## config.mk

```make
export PLATFORM = sky130hd
export DESIGN_NAME = uart_boot_loader_flat
export DESIGN_NICKNAME = d
export VERILOG_FILES = /design/src/rtl/boot_pkg.sv /design/src/rtl/uart_boot_loader_if.sv /design/src/rtl/uart_rx.sv /design/src/rtl/uart_boot_loader.sv /design/src/flat_wrapper.sv
export SDC_FILE = /design/constraint.sdc
export NUM_CORES = 1
export LEC_CHECK = 0
export BUFFER_PORTS_ARGS = -buffer_cell sky130_fd_sc_hd__buf_2
export CAP_MARGIN = 20
export CELL_PAD_IN_SITES_DETAIL_PLACEMENT = 0
export CELL_PAD_IN_SITES_GLOBAL_PLACEMENT = 1
export CORE_MARGIN = 3
export CORE_UTILIZATION = 45
export CTS_BUF_LIST = sky130_fd_sc_hd__clkbuf_8
export DETAILED_ROUTE_END_ITERATION = 12
export HOLD_SLACK_MARGIN = 0.08
export PLACE_DENSITY = 0.8
export SYNTH_ARGS = -nofsm -noshare
export SYNTH_HDL_FRONTEND = slang
export SYNTH_HIERARCHICAL = 1
export SYNTH_SLANG_ARGS = --single-unit
export TNS_END_PERCENT = 50
```

## constraint.sdc

```tcl
create_clock -name hclk_i -period 2.2 [get_ports hclk_i]
set_input_delay 0.11 -clock hclk_i [delete_from_list [all_inputs] [get_ports hclk_i]]
set_output_delay 0.11 -clock hclk_i [all_outputs]
set_load 0.1 [all_outputs]
```

## src/rtl/boot_pkg.sv

```systemverilog
// Shared types and defaults for the UART boot loader and its receiver.
package boot_pkg;

  localparam logic [7:0] DEFAULT_MAGIC        = 8'hA5;
  localparam int         DEFAULT_CLKS_PER_BIT = 434;

  typedef enum logic [2:0] {
    WAIT_MAGIC = 3'd0,
    LEN_LO     = 3'd1,
    LEN_HI     = 3'd2,
    DATA       = 3'd3,
    CSUM       = 3'd4,
    DONE       = 3'd5,
    ERR        = 3'd6
  } boot_state_e;

  typedef enum logic [1:0] {
    RX_IDLE  = 2'd0,
    RX_START = 2'd1,
    RX_DATA  = 2'd2,
    RX_STOP  = 2'd3
  } rx_state_e;

  // A frame may fill the RAM exactly, but never exceed it.
  function automatic logic len_oversize(input logic [15:0] n, input int unsigned aw);
    return {1'b0, n} > (17'd1 << aw);
  endfunction

endpackage

```

## src/rtl/uart_boot_loader_if.sv

```systemverilog
// Instruction RAM write port driven by the boot loader.
interface uart_boot_loader_if #(parameter int MEM_AW = 10);
  logic              mem_we;
  logic [MEM_AW-1:0] mem_addr;
  logic [31:0]       mem_wdata;

  modport master (output mem_we, output mem_addr, output mem_wdata);
  modport slave  (input  mem_we, input  mem_addr, input  mem_wdata);
endinterface

```

## src/rtl/uart_rx.sv

```systemverilog
// 8N1 UART receiver: 2-FF synchronizer, mid-bit sampling, one-cycle byte/error pulses.
module uart_rx
  import boot_pkg::*;
#(
  parameter int CLKS_PER_BIT = DEFAULT_CLKS_PER_BIT
) (
  input  logic       hclk_i,
  input  logic       hresetn_i,
  input  logic       rxd_i,
  output logic       byte_valid_o,
  output logic [7:0] byte_o,
  output logic       frame_err_o
);

  localparam int             CW        = $clog2(CLKS_PER_BIT);
  localparam logic [CW-1:0]  LAST      = CW'(CLKS_PER_BIT - 1);
  localparam logic [CW-1:0]  HALF_LAST = CW'(CLKS_PER_BIT / 2 - 1);

  logic [1:0]    sync_q;
  logic          prev_q;
  logic          rx_s;
  rx_state_e     state_q, state_d;
  logic [CW-1:0] cnt_q, cnt_d;
  logic [2:0]    bit_q, bit_d;
  logic [7:0]    shift_q, shift_d;
  logic [7:0]    byte_q, byte_d;
  logic          valid_q, valid_d;
  logic          ferr_q, ferr_d;

  assign rx_s = sync_q[1];

  always_comb begin
    state_d = state_q;
    cnt_d   = cnt_q;
    bit_d   = bit_q;
    shift_d = shift_q;
    byte_d  = byte_q;
    valid_d = 1'b0;
    ferr_d  = 1'b0;
    case (state_q)
      RX_IDLE: begin
        if (prev_q && !rx_s) begin
          state_d = RX_START;
          cnt_d   = '0;
        end else begin
          state_d = RX_IDLE;
        end
      end
      RX_START: begin
        // A glitch shorter than half a bit is not a start bit.
        if (cnt_q == HALF_LAST) begin
          cnt_d   = '0;
          bit_d   = 3'd0;
          state_d = rx_s ? RX_IDLE : RX_DATA;
        end else begin
          cnt_d = cnt_q + 1'b1;
        end
      end
      RX_DATA: begin
        if (cnt_q == LAST) begin
          cnt_d   = '0;
          shift_d = {rx_s, shift_q[7:1]};
          bit_d   = bit_q + 3'd1;
          state_d = (bit_q == 3'd7) ? RX_STOP : RX_DATA;
        end else begin
          cnt_d = cnt_q + 1'b1;
        end
      end
      RX_STOP: begin
        if (cnt_q == LAST) begin
          state_d = RX_IDLE;
          if (rx_s) begin
            valid_d = 1'b1;
            byte_d  = shift_q;
          end else begin
            ferr_d = 1'b1;
          end
        end else begin
          cnt_d = cnt_q + 1'b1;
        end
      end
      default: state_d = RX_IDLE;
    endcase
  end

  // Synchronizer, edge history and receiver state.
  always_ff @(posedge hclk_i or negedge hresetn_i) begin
    if (!hresetn_i) begin
      sync_q  <= 2'b11;
      prev_q  <= 1'b1;
      state_q <= RX_IDLE;
      cnt_q   <= '0;
      bit_q   <= 3'd0;
      shift_q <= 8'd0;
      byte_q  <= 8'd0;
      valid_q <= 1'b0;
      ferr_q  <= 1'b0;
    end else begin
      sync_q  <= {sync_q[0], rxd_i};
      prev_q  <= rx_s;
      state_q <= state_d;
      cnt_q   <= cnt_d;
      bit_q   <= bit_d;
      shift_q <= shift_d;
      byte_q  <= byte_d;
      valid_q <= valid_d;
      ferr_q  <= ferr_d;
    end
  end

  assign byte_valid_o = valid_q;
  assign byte_o       = byte_q;
  assign frame_err_o  = ferr_q;

endmodule

```

## src/rtl/uart_boot_loader.sv

```systemverilog
// Loads a program image from UART into instruction RAM and then releases the CPU.
// Optional trailing checksum byte enabled by defining BOOT_CHECKSUM_EN.
module uart_boot_loader
  import boot_pkg::*;
#(
  parameter int         CLKS_PER_BIT = DEFAULT_CLKS_PER_BIT,
  parameter int         MEM_AW       = 10,
  parameter logic [7:0] MAGIC        = DEFAULT_MAGIC
) (
  input  logic                hclk_i,
  input  logic                hresetn_i,
  input  logic                uart_rxd_i,
  input  logic                boot_sel_i,
  uart_boot_loader_if.master  mem,
  output logic                cpu_resetn_o,
  output logic                boot_done_o,
  output logic                boot_err_o
);

`ifdef BOOT_CHECKSUM_EN
  localparam boot_state_e AFTER_DATA = CSUM;
`else
  localparam boot_state_e AFTER_DATA = DONE;
`endif

  logic        rx_valid_s;
  logic [7:0]  rx_byte_s;
  logic        rx_ferr_s;

  boot_state_e       state_q, state_d;
  logic              first_q, first_d;
  logic              bypass_q, bypass_d;
  logic [15:0]       len_q, len_d;
  logic [15:0]       word_cnt_q, word_cnt_d;
  logic [1:0]        byte_idx_q, byte_idx_d;
  logic [23:0]       word_q, word_d;
  logic [7:0]        csum_q, csum_d;
  logic              mem_we_q, mem_we_d;
  logic [MEM_AW-1:0] addr_q, addr_d;
  logic [31:0]       wdata_q, wdata_d;
  logic              done_q, done_d;
  logic              cpu_q, cpu_d;
  logic              err_q, err_d;

  uart_rx #(.CLKS_PER_BIT(CLKS_PER_BIT)) u_rx (
    .hclk_i       (hclk_i),
    .hresetn_i    (hresetn_i),
    .rxd_i        (uart_rxd_i),
    .byte_valid_o (rx_valid_s),
    .byte_o       (rx_byte_s),
    .frame_err_o  (rx_ferr_s)
  );

  always_comb begin
    state_d    = state_q;
    first_d    = first_q;
    bypass_d   = bypass_q;
    len_d      = len_q;
    word_cnt_d = word_cnt_q;
    byte_idx_d = byte_idx_q;
    word_d     = word_q;
    csum_d     = csum_q;
    mem_we_d   = 1'b0;
    addr_d     = addr_q;
    wdata_d    = wdata_q;
    err_d      = err_q;
    if (first_q) begin
      first_d = 1'b0;
      if (boot_sel_i) begin
        state_d  = DONE;
        bypass_d = 1'b1;
      end else begin
        state_d = WAIT_MAGIC;
      end
    end else begin
      case (state_q)
        WAIT_MAGIC: begin
          if (rx_valid_s && (rx_byte_s == MAGIC)) begin
            state_d    = LEN_LO;
            err_d      = 1'b0;
            csum_d     = 8'd0;
            word_cnt_d = 16'd0;
            byte_idx_d = 2'd0;
          end else begin
            state_d = WAIT_MAGIC;
          end
        end
        LEN_LO: begin
          if (rx_ferr_s) begin
            state_d = ERR;
          end else if (rx_valid_s) begin
            len_d   = {8'd0, rx_byte_s};
            state_d = LEN_HI;
          end else begin
            state_d = LEN_LO;
          end
        end
        LEN_HI: begin
          if (rx_ferr_s) begin
            state_d = ERR;
          end else if (rx_valid_s) begin
            len_d = {rx_byte_s, len_q[7:0]};
            if (len_oversize(len_d, unsigned'(MEM_AW))) begin
              state_d = ERR;
            end else if (len_d == 16'd0) begin
              state_d = AFTER_DATA;
            end else begin
              state_d = DATA;
            end
          end else begin
            state_d = LEN_HI;
          end
        end
        DATA: begin
          if (rx_ferr_s) begin
            state_d = ERR;
          end else if (rx_valid_s) begin
            csum_d     = csum_q + rx_byte_s;
            byte_idx_d = byte_idx_q + 2'd1;
            if (byte_idx_q == 2'd3) begin
              mem_we_d   = 1'b1;
              addr_d     = word_cnt_q[MEM_AW-1:0];
              wdata_d    = {rx_byte_s, word_q};
              word_cnt_d = word_cnt_q + 16'd1;
              state_d    = (word_cnt_d == len_q) ? AFTER_DATA : DATA;
            end else begin
              // Bytes arrive LSB first, so shift down from the top.
              word_d = {rx_byte_s, word_q[23:8]};
            end
          end else begin
            state_d = DATA;
          end
        end
`ifdef BOOT_CHECKSUM_EN
        CSUM: begin
          if (rx_ferr_s) begin
            state_d = ERR;
          end else if (rx_valid_s) begin
            state_d = (rx_byte_s == csum_q) ? DONE : ERR;
          end else begin
            state_d = CSUM;
          end
        end
`endif
        DONE:    state_d = DONE;
        ERR:     state_d = WAIT_MAGIC;
        default: state_d = WAIT_MAGIC;
      endcase
    end
    if (state_d == ERR) begin
      err_d = 1'b1;
    end else begin
      err_d = err_d;
    end
  end

  // A bypassed boot releases the core together with boot_done; a loaded image one cycle later.
  assign done_d = (state_q == DONE);
  assign cpu_d  = (state_q == DONE) && (done_q || bypass_q);

  // Frame FSM, counters and registered outputs.
  always_ff @(posedge hclk_i or negedge hresetn_i) begin
    if (!hresetn_i) begin
      state_q    <= WAIT_MAGIC;
      first_q    <= 1'b1;
      bypass_q   <= 1'b0;
      len_q      <= 16'd0;
      word_cnt_q <= 16'd0;
      byte_idx_q <= 2'd0;
      word_q     <= 24'd0;
      csum_q     <= 8'd0;
      mem_we_q   <= 1'b0;
      addr_q     <= '0;
      wdata_q    <= 32'd0;
      done_q     <= 1'b0;
      cpu_q      <= 1'b0;
      err_q      <= 1'b0;
    end else begin
      state_q    <= state_d;
      first_q    <= first_d;
      bypass_q   <= bypass_d;
      len_q      <= len_d;
      word_cnt_q <= word_cnt_d;
      byte_idx_q <= byte_idx_d;
      word_q     <= word_d;
      csum_q     <= csum_d;
      mem_we_q   <= mem_we_d;
      addr_q     <= addr_d;
      wdata_q    <= wdata_d;
      done_q     <= done_d;
      cpu_q      <= cpu_d;
      err_q      <= err_d;
    end
  end

  assign mem.mem_we    = mem_we_q;
  assign mem.mem_addr  = addr_q;
  assign mem.mem_wdata = wdata_q;
  assign cpu_resetn_o  = cpu_q;
  assign boot_done_o   = done_q;
  assign boot_err_o    = err_q;

endmodule

```

## src/flat_wrapper.sv

```systemverilog
// flat-port wrapper written by rule: the top's interface ports become plain ports
module uart_boot_loader_flat import boot_pkg::*;
#(
  parameter int         CLKS_PER_BIT = DEFAULT_CLKS_PER_BIT,
  parameter int         MEM_AW       = 10,
  parameter logic [7:0] MAGIC        = DEFAULT_MAGIC
)
  (hclk_i, hresetn_i, uart_rxd_i, boot_sel_i, cpu_resetn_o, boot_done_o, boot_err_o, mem_mem_we, mem_mem_addr, mem_mem_wdata);
  uart_boot_loader_if #(.MEM_AW(MEM_AW)) mem_i ();
  input  logic hclk_i;
  input  logic hresetn_i;
  input  logic uart_rxd_i;
  input  logic boot_sel_i;
  output logic cpu_resetn_o;
  output logic boot_done_o;
  output logic boot_err_o;
  output wire logic [$bits(mem_i.mem_we)-1:0] mem_mem_we;
  output wire logic [$bits(mem_i.mem_addr)-1:0] mem_mem_addr;
  output wire logic [$bits(mem_i.mem_wdata)-1:0] mem_mem_wdata;
  assign mem_mem_we = mem_i.mem_we;
  assign mem_mem_addr = mem_i.mem_addr;
  assign mem_mem_wdata = mem_i.mem_wdata;
  uart_boot_loader #(.CLKS_PER_BIT(CLKS_PER_BIT), .MEM_AW(MEM_AW), .MAGIC(MAGIC)) u_core (.hclk_i(hclk_i), .hresetn_i(hresetn_i), .uart_rxd_i(uart_rxd_i), .boot_sel_i(boot_sel_i), .mem(mem_i), .cpu_resetn_o(cpu_resetn_o), .boot_done_o(boot_done_o), .boot_err_o(boot_err_o));
endmodule
```

After elaboration in Yosys (flattened, before gate mapping)
Cells that the tools add are included.
{ "totals": {"ff_bits": 144, "inputBits": 4, "wordCells": 144, "output_inout_bits": 46} }
{ "op_classes": {"n_eq_ne": 28, "bitwise_logic": 4, "addsub": 4, "mux": 58, "magnitude_cmp": 1, "n_reduce_logical": 26} }
{ "ops": {"columns": ["op", "n"], "rows": [
  ["16-bit 2-to-1 mux", 8],
  ["16-bit one-hot mux with 2 select lines", 2],
  ["3-bit 2-to-1 mux", 13],
  ["9-bit 2-to-1 mux", 4],
  ["9-bit one-hot mux with 4 select lines", 1],
  ["2-bit != test, second input constant", 12],
  ["5-bit AND reduction", 4],
  ["1-bit 2-to-1 mux", 18],
  ["16-bit by 1-bit adder with 16-bit output, second input constant", 1],
  ["16-bit == test", 1],
  ["16-bit by 11-bit > comparator with 1-bit output, second input constant", 1],
  ["16-bit zero test", 1],
  ["2-bit 2-to-1 mux", 8],
  ["3-bit one-hot mux with 5 select lines", 1],
  ["3-bit AND reduction", 4],
  ["6-bit AND reduction", 2],
  ["2-bit nonzero test", 5],
  ["9-bit by 1-bit adder with 9-bit output, second input constant", 1],
  ["3-bit == test, second input constant", 3],
  ["9-bit by 8-bit == test with 1-bit output, second input constant", 1],
  ["9-bit == test, second input constant", 1],
  ["8-bit == test, second input constant", 1],
  ["2-bit one-hot mux with 4 select lines", 1],
  ["2-bit == test, second input constant", 3],
  ["15 further kinds", 24]
]} }

Longest topological paths before layout
{ "depth": {"ltp_word": 11, "depth_mapped": 8, "depth_no_buf": 7} }

Modules after synthesis
Netlist, hierarchy kept.
{ "by_module_without_submodules": {"columns": ["mod", "n_inst", "seq_area_each_um2", "cells_each", "area_each_um2"], "rows": [
  ["uart_boot_loader", 1, 2728.9, 502, 5036.1],
  ["uart_rx", 1, 879.6, 144, 1749.2]
]} }

Least setup slack after synthesis
Ideal clock, no wire load.
{ "synth_path": {"path_type": "reg2reg", "start": "reg u_core.word_cnt_q[0]", "end": "reg u_core.state_q[2]", "t_required_ps": 2106, "arrival_ps": 2050, "path_buffers": 0, "setup_time_ps": 94, "period_less_slack_ps": 2143, "slack_ps": 57, "stages_incl_launch_ff": 8, "cell_sequence": "dfrtp_1 > ha_1 > nand3_2 > or3_1 > nor4_1 > o32a_1 > nand4_1 > a221oi_2"} }
{ "synth_between": {"elab_chain_cells": 8} }
{ "synth_lines": {"columns": ["item", "line_no", "source"], "rows": [
  ["start: declaration", "uart_boot_loader.sv:34", "logic [15:0] word_cnt_q, word_cnt_d;"],
  ["start signal: assignment", "uart_boot_loader.sv:183", "word_cnt_q <= word_cnt_d;"],
  ["16-bit by 1-bit adder with 16-bit output", "uart_boot_loader.sv:124", "word_cnt_d = word_cnt_q + 16'd1;"],
  ["16-bit == test", "uart_boot_loader.sv:125", "state_d = (word_cnt_d == len_q) ? AFTER_DATA : DATA;"],
  ["3-bit 2-to-1 mux", "uart_boot_loader.sv:125", null],
  ["3-bit 2-to-1 mux", "uart_boot_loader.sv:120", "if (byte_idx_q == 2'd3) begin"],
  ["3-bit 2-to-1 mux", "uart_boot_loader.sv:117", "end else if (rx_valid_s) begin"],
  ["3-bit 2-to-1 mux", "uart_boot_loader.sv:115", "if (rx_ferr_s) begin"],
  ["3-bit one-hot mux with 5 select lines", "uart_boot_loader.sv:76", "case (state_q)"],
  ["3-bit 2-to-1 mux", "uart_boot_loader.sv:67", "if (first_q) begin"],
  ["named net u_core.state_d[2]", "uart_boot_loader.sv:30", "boot_state_e state_q, state_d;"],
  ["end signal: assignment", "uart_boot_loader.sv:179", "state_q <= state_d;"],
  ["end: declaration", "uart_boot_loader.sv:30", null]
]} }
The timed path passes the listed nets, and every way through them passes these cells.
A chain may end at the register's enable or synchronous reset.

Worst setup path after layout
Same ends and word-level chain as after synthesis.

==> impl_metrics.json <==
{
  "drtIter0Drc": 254,
  "worstSetupEndpointType": "flop",
  "wl_per_cell_um": 16.25,
  "die_w_um": 128.8,
  "status": "finished, final reports clean",
  "required_ns": 2.56,
  "dr.pass1.iters": 4,
  "pin_count": 50,
  "tightest_slew_ns": 0.6676,
  "p_int_mw": 3.897,
  "yosys.area.top_type": "dfrtp_1",
  "portBuffers": 49,
  "yosys_warnings": 6,
  "root_buffer": "clkbuf_8",
  "fin_crit_ns": 2.088,
  "cp_max_fo": 5,
  "std_cell_rows": 44,
  "rr_worst_depth": 7,
  "cts_tree": "yes",
  "whs_ns": 0.1957,
  "dr_total_vias": 5056,
  "synth_top_family_by_area": "simple AND/OR/NAND/NOR gates",
  "via_per_inst": 5.490,
  "die_height_um": 128.8,
  "area_growth_pct": 17.20,
  "synth_commonest_cells": "nand2_1, dfrtp_1, mux2_2",
  "power_leakage_nw": 4.013,
  "max_slew_margin_pct": 55.50,
  "rsz0062_at_grt": "false",
  "seqPwrFrac_pct": 52.4,
  "grtUsageMet1_pct": 24.21,
  "dpl.hpwl_mm": 10.37,
  "synthCells": 646,
  "fin_ws_ns": 0.1119,
  "wl_mm": 14.97,
  "critPathKind": "flop to flop",
  "num-nets-final": 735,
  "combPwrFrac_pct": 6.2,
  "grtUsageMet3_pct": 4.483,
  "antenna_found_initial": 0,
  "drive_above_1_share_pct": 28.49,
  "final_cells": 921,
  "synthMuxAreaShare_pct": 8.132,
  "globalRouteTotalUtil_pct": 19.06,
  "slew_viol_final": 0,
  "drv_cap": 0,
  "synth_compound_area_share_pct": 10.70,
  "start_kind": "flop",
  "synthAdderAreaFrac_pct": 1.291,
  "ys_seq_area_share_pct": 53.18,
  "p_per_area_mw_per_mm2": 670.3,
  "setup_viol": 0,
  "yosysMostFrequentCell": "nand2_1",
  "gp_congestion": 0.9228,
  "clkLatencyLatePin_ns": 0.46,
  "drc": 0,
  "numCtsBuffers": 17,
  "synth_ff_type": "dfrtp_1",
  "switching_share_pct": 26.90,
  "use_met2_pct": 32.04,
  "final_util_pct": 54.31,
  "syn_nets": 657,
  "cts_setup_buffers": 0,
  "synth-seq-cells": 144,
  "hold_path.class": "input port to asynchronous set/reset pin",
  "grt-ovfl-total": 0,
  "ant_nets": 0,
  "ir_worst_vdd_mv": 0.4077,
  "start_util_pct": 46.33,
  "diodes": 0,
  "clk_pin_slew_ns": 0.09,
  "synth_area_leaders": "dfrtp_1, nand2_1, mux2_2, xnor2_1, o21ai_0",
  "grt_pass1_vias": 5208,
  "syn_area_mm2": 0.006785,
  "synth_edf_count": 0,
  "arrival_ns": 2.44,
  "dpl_worst_slack_ns": -0.06054,
  "dp_cells": 886,
  "synthSimpleGateAreaFrac_pct": 20.52,
  "grt-busiest-layer": "met2",
  "synth_cell_type_count": 71,
  "finalCritPeriodShare_pct": 94.92,
  "core_area_mm2": 0.01464,
  "synth_area_per_cell_um2": 10.50,
  "die_area_mm2": 0.01659,
  "synth_xor_area_share_pct": 2.582,
  "clock-sinks": 144,
  "p_clk_share_pct": 41.4,
  "fmax_ghz": 0.4789,
  "synth.top_cell.area_share_pct": 51.63,
  "async_flop_share_pct": 100.0,
  "htree_levels": 4,
  "clockBufferDepth": 2,
  "finalHoldViolCount": 0,
  "p_sw_mw": 1.434,
  "grt_max_degree": 63,
  "grt_pass1_wl_mm": 25.23,
  "skew_ns": 0.01619
}
## power by group through the flow
stage	logic, mW	registers, mW	clock network (mW)
after detailed placement	0.332	2.85	0
final	0.330	2.79	2.21
after global placement	0.316	2.84	0
after floorplan	0.266	2.80	0
after CTS	0.337	2.80	2.28
after global routing	0.376	2.81	2.41
## routing by layer
layer / vias to the layer above / share of wire, %
li1: 2410 / -
met1: 2513 / 44
met2: 112 / 50
met3: 21 / 4.0
met4: 0 / 1.4
met5: - / 0
## final timing paths
check | startpoint | endpoint | slack, ns
min reg2reg | u_core/u_rx/sync_q[0] | u_core/u_rx/sync_q[1] | 0.36
max in group asynchronous | hresetn_i | u_core/word_q[16] | 1.28
max | u_core/word_cnt_q[0] | u_core/state_q[2] | 0.11
min in group hclk_i | uart_rxd_i | u_core/u_rx/sync_q[0] | 0.29
max reg2reg | u_core/word_cnt_q[0] | u_core/state_q[2] | 0.11
min | hresetn_i | u_core/cpu_resetn_o | 0.20
## placed cells by master (no fill, tap or decap), types with 4 or more instances in the layout
| cell type | instances |
|---|---|
| nand2_1 | 148 |
| dfrtp_1 | 139 |
| buf_2 | 48 |
| mux2_2 | 46 |
| buf_4 | 39 |
| o21ai_0 | 27 |
| nor2_1 | 25 |
| xnor2_1 | 18 |
| clkbuf_8 | 17 |
| inv_1 | 15 |
| nand3_1 | 13 |
| o21ai_1 | 10 |
| a21oi_1 | 9 |
| nand4_1 | 9 |
| and3_1 | 9 |
| nor2b_1 | 9 |
| a22o_1 | 9 |
| nor3_1 | 8 |
| a31oi_1 | 8 |
| o31ai_1 | 7 |
| ha_1 | 7 |
| nand2b_1 | 6 |
| nor4_1 | 6 |
| o22ai_1 | 6 |
| inv_8 | 5 |
| or3_1 | 4 |
| o211ai_1 | 4 |
| nor4_2 | 4 |
| dfstp_2 | 4 |
| buf_12 | 4 |
## state kept, by name (all words and copies together), names as in the netlist, 2 cells and up, named ones only
register	count
u_core/byte_idx_q	2
u_core/len_q	16
u_core/mem.mem_addr	10
u_core/mem.mem_wdata	32
u_core/state_q	3
u_core/u_rx/bit_q	3
u_core/u_rx/byte_o	8
u_core/u_rx/cnt_q	9
u_core/u_rx/shift_q	8
u_core/u_rx/sync_q	2
u_core/word_cnt_q	16
u_core/word_q	24
## through the flow
step                      setup TNS, ns  total power, mW  area [um^2]
after floorplan                       0            3.068         6785
after global placement                0            3.158         7471
after detailed placement       -0.06054            3.179         7471
after CTS                             0            5.407         7929
after global routing                  0            5.601         7953
final                                 0            5.331         7953
## layout make-up
class                   instances  area, um^2
fillers                      1329        6691
flip-flops and latches        144        3610
multi-input cells             450        2972
repair buffers                 95       654.4
clock buffers                  17       234.0
well taps                     184       230.2
clock inverters                15       191.4
inverters                      16       61.31
## worst max-delay path, cell delays in order, from the launching register on
cell	delay, ns
dfrtp_1	0.36
ha_1	0.22
nand3_4	0.12
or3_4	0.40
nor4_1	0.28
o32a_1	0.18
nand4_1	0.16
a221oi_2	0.26
## logic make-up (layout without fill, tap and decap cells)
group,Yosys count,count (layout)
XOR/XNOR,20,20
buffers and inverters,52,143
adder cells (fa/ha/maj),7,7
other,1,1
multiplexers,49,49
AO/OA/AOI/OAI,104,104
flip-flops,144,144
AND/OR/NAND/NOR,269,269
## timing repair
action | in CTS | in global routing
endpoints found under the hold margin | 81 | 0
gates cloned | 0 | 0
setup endpoints to repair | 3 | 6
hold buffers | 3 | 0
gates resized for setup | 2 | 5
pin swaps | 0 | 3
Note: power is estimated with default switching activity, not from simulation.
